<file path="src/rtl/mac_seq_3bit.sv">
// Sequential A*B + C*C: one shift-and-add accumulator, time-shared between the
// A*B partial products and the C*C partial products, under a start/done handshake.
module mac_seq_3bit #(
  parameter int N = 3
) (
  input  logic           clk,
  input  logic           rst_n,
  input  logic           start,
  input  logic [N-1:0]   A,
  input  logic [N-1:0]   B,
  input  logic [N-1:0]   C,
  output logic           busy,
  output logic           done,
  output logic [2*N:0]   P
);
  localparam int W  = 2*N + 1;
  localparam int CW = (N > 1) ? $clog2(N) : 1;

  typedef enum logic [1:0] {IDLE, MAB, MCC} state_t;

  state_t         state, state_nxt;
  logic [N-1:0]   ra, rb, rc;
  logic [W-1:0]   acc, addend, sum;
  logic [CW-1:0]  cnt;
  logic           last;

  assign last = (cnt == CW'(N-1));
  assign sum  = acc + addend;
  assign busy = (state != IDLE);

  always_ff @(posedge clk or negedge rst_n) begin
    if (!rst_n) state <= IDLE;
    else        state <= state_nxt;
  end

  // Both multiply phases share the adder; only the partial-product source changes.
  always_comb begin
    state_nxt = state;
    addend    = '0;
    case (state)
      IDLE: if (start) state_nxt = MAB;
      MAB: begin
        if (rb[cnt]) addend = W'(ra) << cnt;
        if (last) state_nxt = MCC;
      end
      MCC: begin
        if (rc[cnt]) addend = W'(rc) << cnt;
        if (last) state_nxt = IDLE;
      end
      default: state_nxt = IDLE;
    endcase
  end

  always_ff @(posedge clk or negedge rst_n) begin
    if (!rst_n) begin
      ra   <= '0;
      rb   <= '0;
      rc   <= '0;
      acc  <= '0;
      cnt  <= '0;
      P    <= '0;
      done <= 1'b0;
    end else begin
      done <= 1'b0;
      case (state)
        IDLE: if (start) begin
          ra  <= A;
          rb  <= B;
          rc  <= C;
          acc <= '0;
          cnt <= '0;
        end
        MAB: begin
          acc <= sum;
          cnt <= last ? '0 : cnt + 1'b1;
        end
        MCC: begin
          acc <= sum;
          if (last) begin
            cnt  <= '0;
            P    <= sum;
            done <= 1'b1;
          end else begin
            cnt <= cnt + 1'b1;
          end
        end
        default: ;
      endcase
    end
  end
endmodule
</file>
<file path="config.mk">
export PLATFORM = sky130hd
export DESIGN_NAME = mac_seq_3bit
export DESIGN_NICKNAME = d
export VERILOG_FILES = /design/src/rtl/mac_seq_3bit.sv
export SDC_FILE = /design/constraint.sdc
export NUM_CORES = 1
export LEC_CHECK = 0
export ABC_AREA = 1
export ABC_CLOCK_PERIOD_IN_PS = 2700
export CAP_MARGIN = 10
export CORE_UTILIZATION = 55
export DETAILED_ROUTE_END_ITERATION = 8
export GPL_TIMING_DRIVEN = 0
export PLACE_DENSITY = 0.82
export SLEW_MARGIN = 20
export SYNTH_ARGS = -nofsm -noshare
export SYNTH_HDL_FRONTEND = slang
export SYNTH_SLANG_ARGS = --single-unit
</file>
<file path="constraint.sdc">
create_clock -name clk -period 2.7 [get_ports clk]
set_input_delay 0.54 -clock clk [delete_from_list [all_inputs] [get_ports clk]]
set_output_delay 0.54 -clock clk [all_outputs]
set_load 0.05 [all_outputs]
</file>
==> results of run 1 <==
==> worst max path at each step <==
| stage | cells after the start | slack, ns | startpoint | end |
|---|---|---|---|---|
| global route | 4 | 0.12 | state[0] | busy |
| detailed placement | 15 | 0.41 | state[0] | acc[3] |
| floorplan | 15 | 0.63 | state[0] | P[3] |
| CTS | 4 | 0.20 | state[0] | busy |
| finish | 4 | 0.23 | state[0] | busy |
| global placement | 15 | 0.45 | state[0] | acc[3] |
==> kinds of logic (layout without fill, tap and decap cells) <==
group,count (synthesis),after routing,share of synthesized area
muxes,5,5,0.0372
DFF,28,28,0.409
xor gates and xnor gates,1,1,0.00511
and+or+nand+nor,109,109,0.300
AOI/OAI and AO/OA,25,25,0.0869
other,1,1,0.00219
buffers and inverters,29,52,0.0825
adders and majority gates,10,10,0.0774
==> sequential cells by signal, summed over array words and instances, names as in the netlist <==
name   flops
ra         3
rc         3
cnt        2
acc        7
P          7
rb         3
state      2
done       1
==> layout make-up <==
type / count / share of cell area
Clock buffer: 3 / 0.0114
Buffer: 5 / 0.0235
Timing Repair Buffer: 20 / 0.0990
Multi-Input combinational cell: 151 / 0.443
Sequential cell: 28 / 0.356
Inverter: 24 / 0.0483
Tap cell: 31 / 0.0197
==> through the flow <==
stage | cell area (µm²) | setup slack, ns | utilization
after detailed placement | 1950 | 0.414 | 0.683
after CTS | 1970 | 0.202 | 0.691
after global placement | 1950 | 0.450 | 0.685
after floorplan | 1710 | 0.627 | -
after global routing | 1970 | 0.121 | 0.691
final | 1970 | 0.225 | 0.691
==> placed cells by master (no fill, tap or decap) <==
| master | count |
|---|---|
| nand2_1 | 56 |
| dfrtp_1 | 28 |
| nand3_1 | 27 |
| clkdlybuf4s50_1 | 19 |
| inv_1 | 18 |
| nor2_1 | 13 |
| a21oi_1 | 11 |
| ha_1 | 9 |
| inv_2 | 5 |
| o21ai_1 | 5 |
| o21ai_2 | 4 |
| buf_6 | 3 |
| nand2_2 | 3 |
| mux2_2 | 3 |
| clkbuf_4 | 3 |
| nor2_4 | 2 |
| nand3_4 | 2 |
| buf_2 | 2 |
| nand4_1 | 2 |
| mux2_4 | 2 |
| or2_2 | 2 |
| o21ai_0 | 2 |
| buf_4 | 1 |
| inv_6 | 1 |
| o211ai_1 | 1 |
| nand3_2 | 1 |
| a21oi_2 | 1 |
| or2_4 | 1 |
| xor2_1 | 1 |
| a21o_1 | 1 |
| fa_1 | 1 |
| conb_1 | 1 |
==> report_power, final <==
group | switching [µW] | total [µW] | internal, µW
Sequential | 115 | 715 | 600
Clock | 118 | 170 | 52.4
Combinational | 916 | 1430 | 514
Total | 1150 | 2310 | 1170
==> worst max-delay path, delay by kind of cell, from the launching register on <==
kind / cells / cell delay [ns]
flip-flops: 1 / 0.41
buffers and inverters: 3 / 0.94
adder cells (fa/ha/maj): 1 / 0.26
==> layer usage <==
metal	routed length, µm	global-route usage
met1	1510	0.278
met2	1500	0.361
met3	168	0.0580
met4	53	0.0714
met5	0	0
==> results.md, run 1 <==
- Status: finished, violations left
- Failing checks: DRC
- Vias in the first global route: 1339
- Share of layout cells above drive strength 1: 0.156
- Clk Latency, worst-skew pair: 0.33 ns
- Setup tns final: 0 ns
- FP Rows: 19
- Starting density of the core: 0.601
- CP cell instances: inv_1 > ha_1 > inv_2 > clkdlybuf4s50_1
- Critical path's slowest cell: clkdlybuf4s50_1
- Period Utilization, post-route: 0.917
- Final ANT Viol Nets: 0
- Vias/cell: 5.36
- Main synth FF type: dfrtp_1
- Top post-synthesis cells by area: dfrtp_1, nand2_1, nand3_1
- CP Capture Type: primary output
- Largest net degree at the start of global routing: 29
- PD cells: 1170 nW/µm²
- FILL cells: 242
- Slew Limit Fails: 0
- Clk buf depth: 2
- Crit Path Max Fanout: 3
- Area delta synth->final: 15.0%
- Syn nets: 230
- WL final: 3.23 mm
- CTS Root Cell: clkbuf_4
- CTS tree: yes
- Sequential area share after synthesis: 0.409
- Crit path time final: 2.47 ns
- LEAKAGE: 0.00102 µW
- Die Span Y: 57.8 µm
- Die area: 3340 µm²
- Count leader, synth: nand2_1
- Nets: 255
- Cts repair resizes: 0
- Initial DRT Pass Iterations: 6
- DP Cell Count: 259
- Cell variety after synth: 30
- First-pass GRT wire length: 5.62 mm
- Worst r2r path cells: 15
- Max cap viols: 0
- Yosys reg bits: 28
- Tot GR Track Use: 0.218
- Final Setup Violations: 0
- Area leader, netlist: dfrtp_1
- RSZ-0062 raised after global routing: false
- Rel. slew slack: 0.577
- Critical path arrival: 1.93 ns
- Num CTS Buffers: 3
- Wire per inst: 12.3 µm
- Post-synth top area share: 0.409
- Core box area: 2850 µm²
- Power Total: 2310 µW
- Setup slack, reg-to-reg: 0.41 ns
- Clock-pin slew on the worst setup and hold paths: 0.15 ns
- Register area: 701 µm²
- Syn Area/Cell: 8.24 µm²
- WP data required: 2.16 ns
- Post-synth top cells: nand2_1, dfrtp_1, nand3_1
- Final Hold Fails: 0
- CTS Hold Bufs: 0
- I/O pin total: 21
- Final cell count without fillers: 262
- Width of the die: 57.8 µm
- Sink Count: 28
- Port Buf Inserts: 20
- Startpoint types: flop
- FF-to-FF Start: state[0]
- Post-CTS setup buffer count: 0
- Vias: 1404
- GP Congestion: 0.842
- Crit Reg-Reg Endpoint: acc[3]
- Yosys warns: 0
- Worst hold slack: 0.207 ns
- Min-Delay Path Class: in -> async
- Worst clock skew: 0.0103 ns
- Worst slew pin tran: 0.635 ns
- Mapped Area: 1710 µm²
- H-Tree Depth: 1
- Worst vdd ir: 0.918 mV
- Gr ovfl total: 0
- Crit Path Category: reg -> out
- Worst path max stage delay: 0.79 ns
- Detail Placement HPWL: 2.46 mm
- Max Fclk: 404 MHz
- Drt drc: 2
- Multi-input gate area: 872 µm²
- Number of synthesized flops with an enable pin: 0
- Ys async rst share: 1.00
- Synth Instances: 208
- Initial drt markers: 57
- Antenna Cells: 0
- Initial antenna violation count: 0
Note: power is estimated with default switching activity, not from simulation.
==> run 2, diff against run 1 <==
CAP_MARGIN = unset   (was 10)
RECOVER_POWER = 50   (was unset)
==> run 2 against run 1 <==
Effect of this change:
- the run ends with DRC, capacitance limit, slew limit left
- worst hold slack gained 0.29 ns
- combinational power about the same
- utilization shrank 0.39 points
- via count is 0.28% lower
- power fell by 0.62%
- wire length is 0.40% lower
- die area stayed put
- final area down 0.57%
- first-iteration DRC count is 1.8% lower
- clock power hardly changed
- register-to-register slack barely moved
==> results.md, run 2 (synthesized netlist as in run 1, its figures left out) <==
- Part of the power in registers: 0.310 (was 0.309)
- Worst clock skew: 0.00966 ns (was 0.0103 ns)
- Die Span Y: 57.8 µm (unchanged)
- CTS Hold Bufs: 0 (unchanged)
- Worst path max stage delay: 0.79 ns (about the same)
- CTS tree: yes (unchanged)
- H-Tree Depth: 1 (unchanged)
- LEAKAGE: 0.00102 µW (about the same)
- Share of layout cells above drive strength 1: 0.143 (was 0.156)
- Vias: 1400 (was 1404)
- Tot GR Track Use: 0.218 (unchanged)
- Sink Count: 28 (unchanged)
- Critical path's slowest cell: clkdlybuf4s50_1 (unchanged)
- FILL cells: 246 (was 242)
- Startpoint types: flop (unchanged)
- Switching Share: 0.497 (was 0.496)
- Vias in the first global route: 1339 (unchanged)
- Largest net degree at the start of global routing: 29 (unchanged)
- Core box area: 2850 µm² (unchanged)
- Antenna Cells: 0 (unchanged)
- Die area: 3340 µm² (unchanged)
- Detail Placement HPWL: 2.46 mm (unchanged)
- CP cell instances: inv_1 > ha_1 > inv_2 > clkdlybuf4s50_1 (unchanged)
- Width of the die: 57.8 µm (unchanged)
- Nets: 255 (unchanged)
- Internal power: 1160 µW (was 1170 µW)
- Final ANT Viol Nets: 0 (unchanged)
- Initial drt markers: 56 (was 57)
- First-pass GRT wire length: 5.62 mm (unchanged)
- Setup tns final: 0 ns (unchanged)
- Failing checks: DRC, capacitance limit, slew limit (was DRC)
- Worst path bufs/invs: 3 (unchanged)
- Initial DRT Pass Iterations: 6 (unchanged)
- Min-Delay Path Class: reg -> reg (was in -> async)
- DR WL met3: 148 µm (was 168 µm)
- Crit Path Category: reg -> out (unchanged)
- Post-layout util: 0.687 (was 0.691)
- Power share of the combinational group: 0.616 (was 0.618)
- Largest registers: P (7), acc (7) (unchanged)
- Initial antenna violation count: 0 (unchanged)
- M1 WL: 1.52 mm (was 1.51 mm)
- Post-CTS setup buffer count: 0 (unchanged)
- Critical path arrival: 1.92 ns (was 1.93 ns)
- Area delta synth->final: 14.3% (was 15.0%)
- Switching Power: 1140 µW (was 1150 µW)
- Gr ovfl total: 0 (unchanged)
- Clock-pin slew on the worst setup and hold paths: 0.13 ns (was 0.15 ns)
- Drt drc: 2 (unchanged)
- Uppermost layer routed: met4 (unchanged)
- Num CTS Buffers: 3 (unchanged)
- Cts repair resizes: 0 (unchanged)
- Commonest non-fill, non-tap cell in the layout: nand2_1 (unchanged)
- Rel. slew slack: -0.00645 (was 0.577)
- Final Setup Violations: 0 (unchanged)
- PD cells: 1170 nW/µm² (about the same)
- Period Utilization, post-route: 0.912 (was 0.917)
- Met2 WL post-DR: 1.50 mm (about the same)
- Clock share of power: 0.074 (about the same)
- CTS Root Cell: clkbuf_4 (unchanged)
- I/O pin total: 21 (unchanged)
- CP Capture Type: primary output (unchanged)
- Max cap viols: 1 (was 0)
- Worst slew pin tran: 1.51 ns (was 0.635 ns)
- WP data required: 2.16 ns (about the same)
- Starting density of the core: 0.601 (unchanged)
- Vias/cell: 5.34 (was 5.36)
- Worst vdd ir: 0.912 mV (was 0.918 mV)
- Clk Latency, worst-skew pair: 0.33 ns (about the same)
- RSZ-0062 raised after global routing: false (unchanged)
- Max Fclk: 406 MHz (was 404 MHz)
- Clk buf depth: 2 (unchanged)
- Commonest cells after routing, fill and taps aside: nand2_1, dfrtp_1, nand3_1 (unchanged)
- Status: finished, violations left (unchanged)
- Crit path time final: 2.46 ns (was 2.47 ns)
- Wire per inst: 12.3 µm (about the same)
- GP Congestion: 0.842 (unchanged)
- Port Buf Inserts: 20 (unchanged)
- WL final: 3.22 mm (was 3.23 mm)
- Slew Limit Fails: 29 (was 0)
- Final Hold Fails: 0 (unchanged)
- FP Rows: 19 (unchanged)
- Crit Path Max Fanout: 3 (unchanged)
- CP delay by family, top: buffers and inverters (unchanged)
run 2: cell count changes in the layout (fill, tap and decap cells not counted):
cell	before	now
clkbuf_1	0	2
buf_6	3	2
nand2_2	3	2
buf_2	2	1
nand2_1	56	57
run 2: power by group through the flow:
stage | sequential, µW | combinational (µW) | clock, µW
6_report | 714 | 1420 | 170
5_1_grt | 732 | 1570 | 195
4_1_cts | 713 | 1430 | 180
3_5_place_dp | 721 | 1420 | 0
3_3_place_gp | 715 | 1390 | 0
2_1_floorplan | 863 | 933 | 0
run 2: layout make-up:
type                    count  area [µm²]  share of cell area
repair buffers             20         194              0.0990
well taps                  31        38.8              0.0198
flip-flops and latches     28         701               0.358
plain buffers               5        38.8              0.0198
clock buffers               3        22.5              0.0115
inverters                  24        95.1              0.0485
multi-input cells         151         870               0.444
run 2: stage by stage:
stage | std cells | hold slack (ns) | instance area (µm²) | worst slack (ns) | total power (µW)
detailed placement | 259 | 0.464 | 1950 | 0.414 | 2140
global route | 262 | 0.527 | 1960 | 0.134 | 2500
floorplan | 208 | 0.244 | 1710 | 0.627 | 1800
finish | 262 | 0.495 | 1960 | 0.238 | 2300
global placement | 259 | 0.464 | 1950 | 0.450 | 2110
CTS | 262 | 0.221 | 1970 | 0.202 | 2320
run 2: worst paths after layout:
kind / cells past startpoint / startpoint / slack (ns) / end
hold reg to reg: 2 / P[1] / 0.50 / P[1]
min in group asynchronous: 1 / rst_n / 0.55 / ra[1]
hold / removal: 2 / P[1] / 0.50 / P[1]
setup / recovery: 4 / state[0] / 0.24 / busy
setup reg to reg: 15 / state[0] / 0.41 / acc[3]
max in group asynchronous: 1 / rst_n / 1.27 / P[1]
run 2: tightest hold or removal path: stages, from the launching register on:
cell     delay [ns]
dfrtp_1        0.37
nand2_1        0.06
o21ai_2        0.05
run 2: routing by layer:
| metal | GRT usage | up-vias |
|---|---|---|
| li1 | - | 719 |
| met2 | 0.361 | 32 |
| met1 | 0.278 | 643 |
| met4 | 0.0714 | 0 |
| met5 | 0 | - |
| met3 | 0.0580 | 6 |
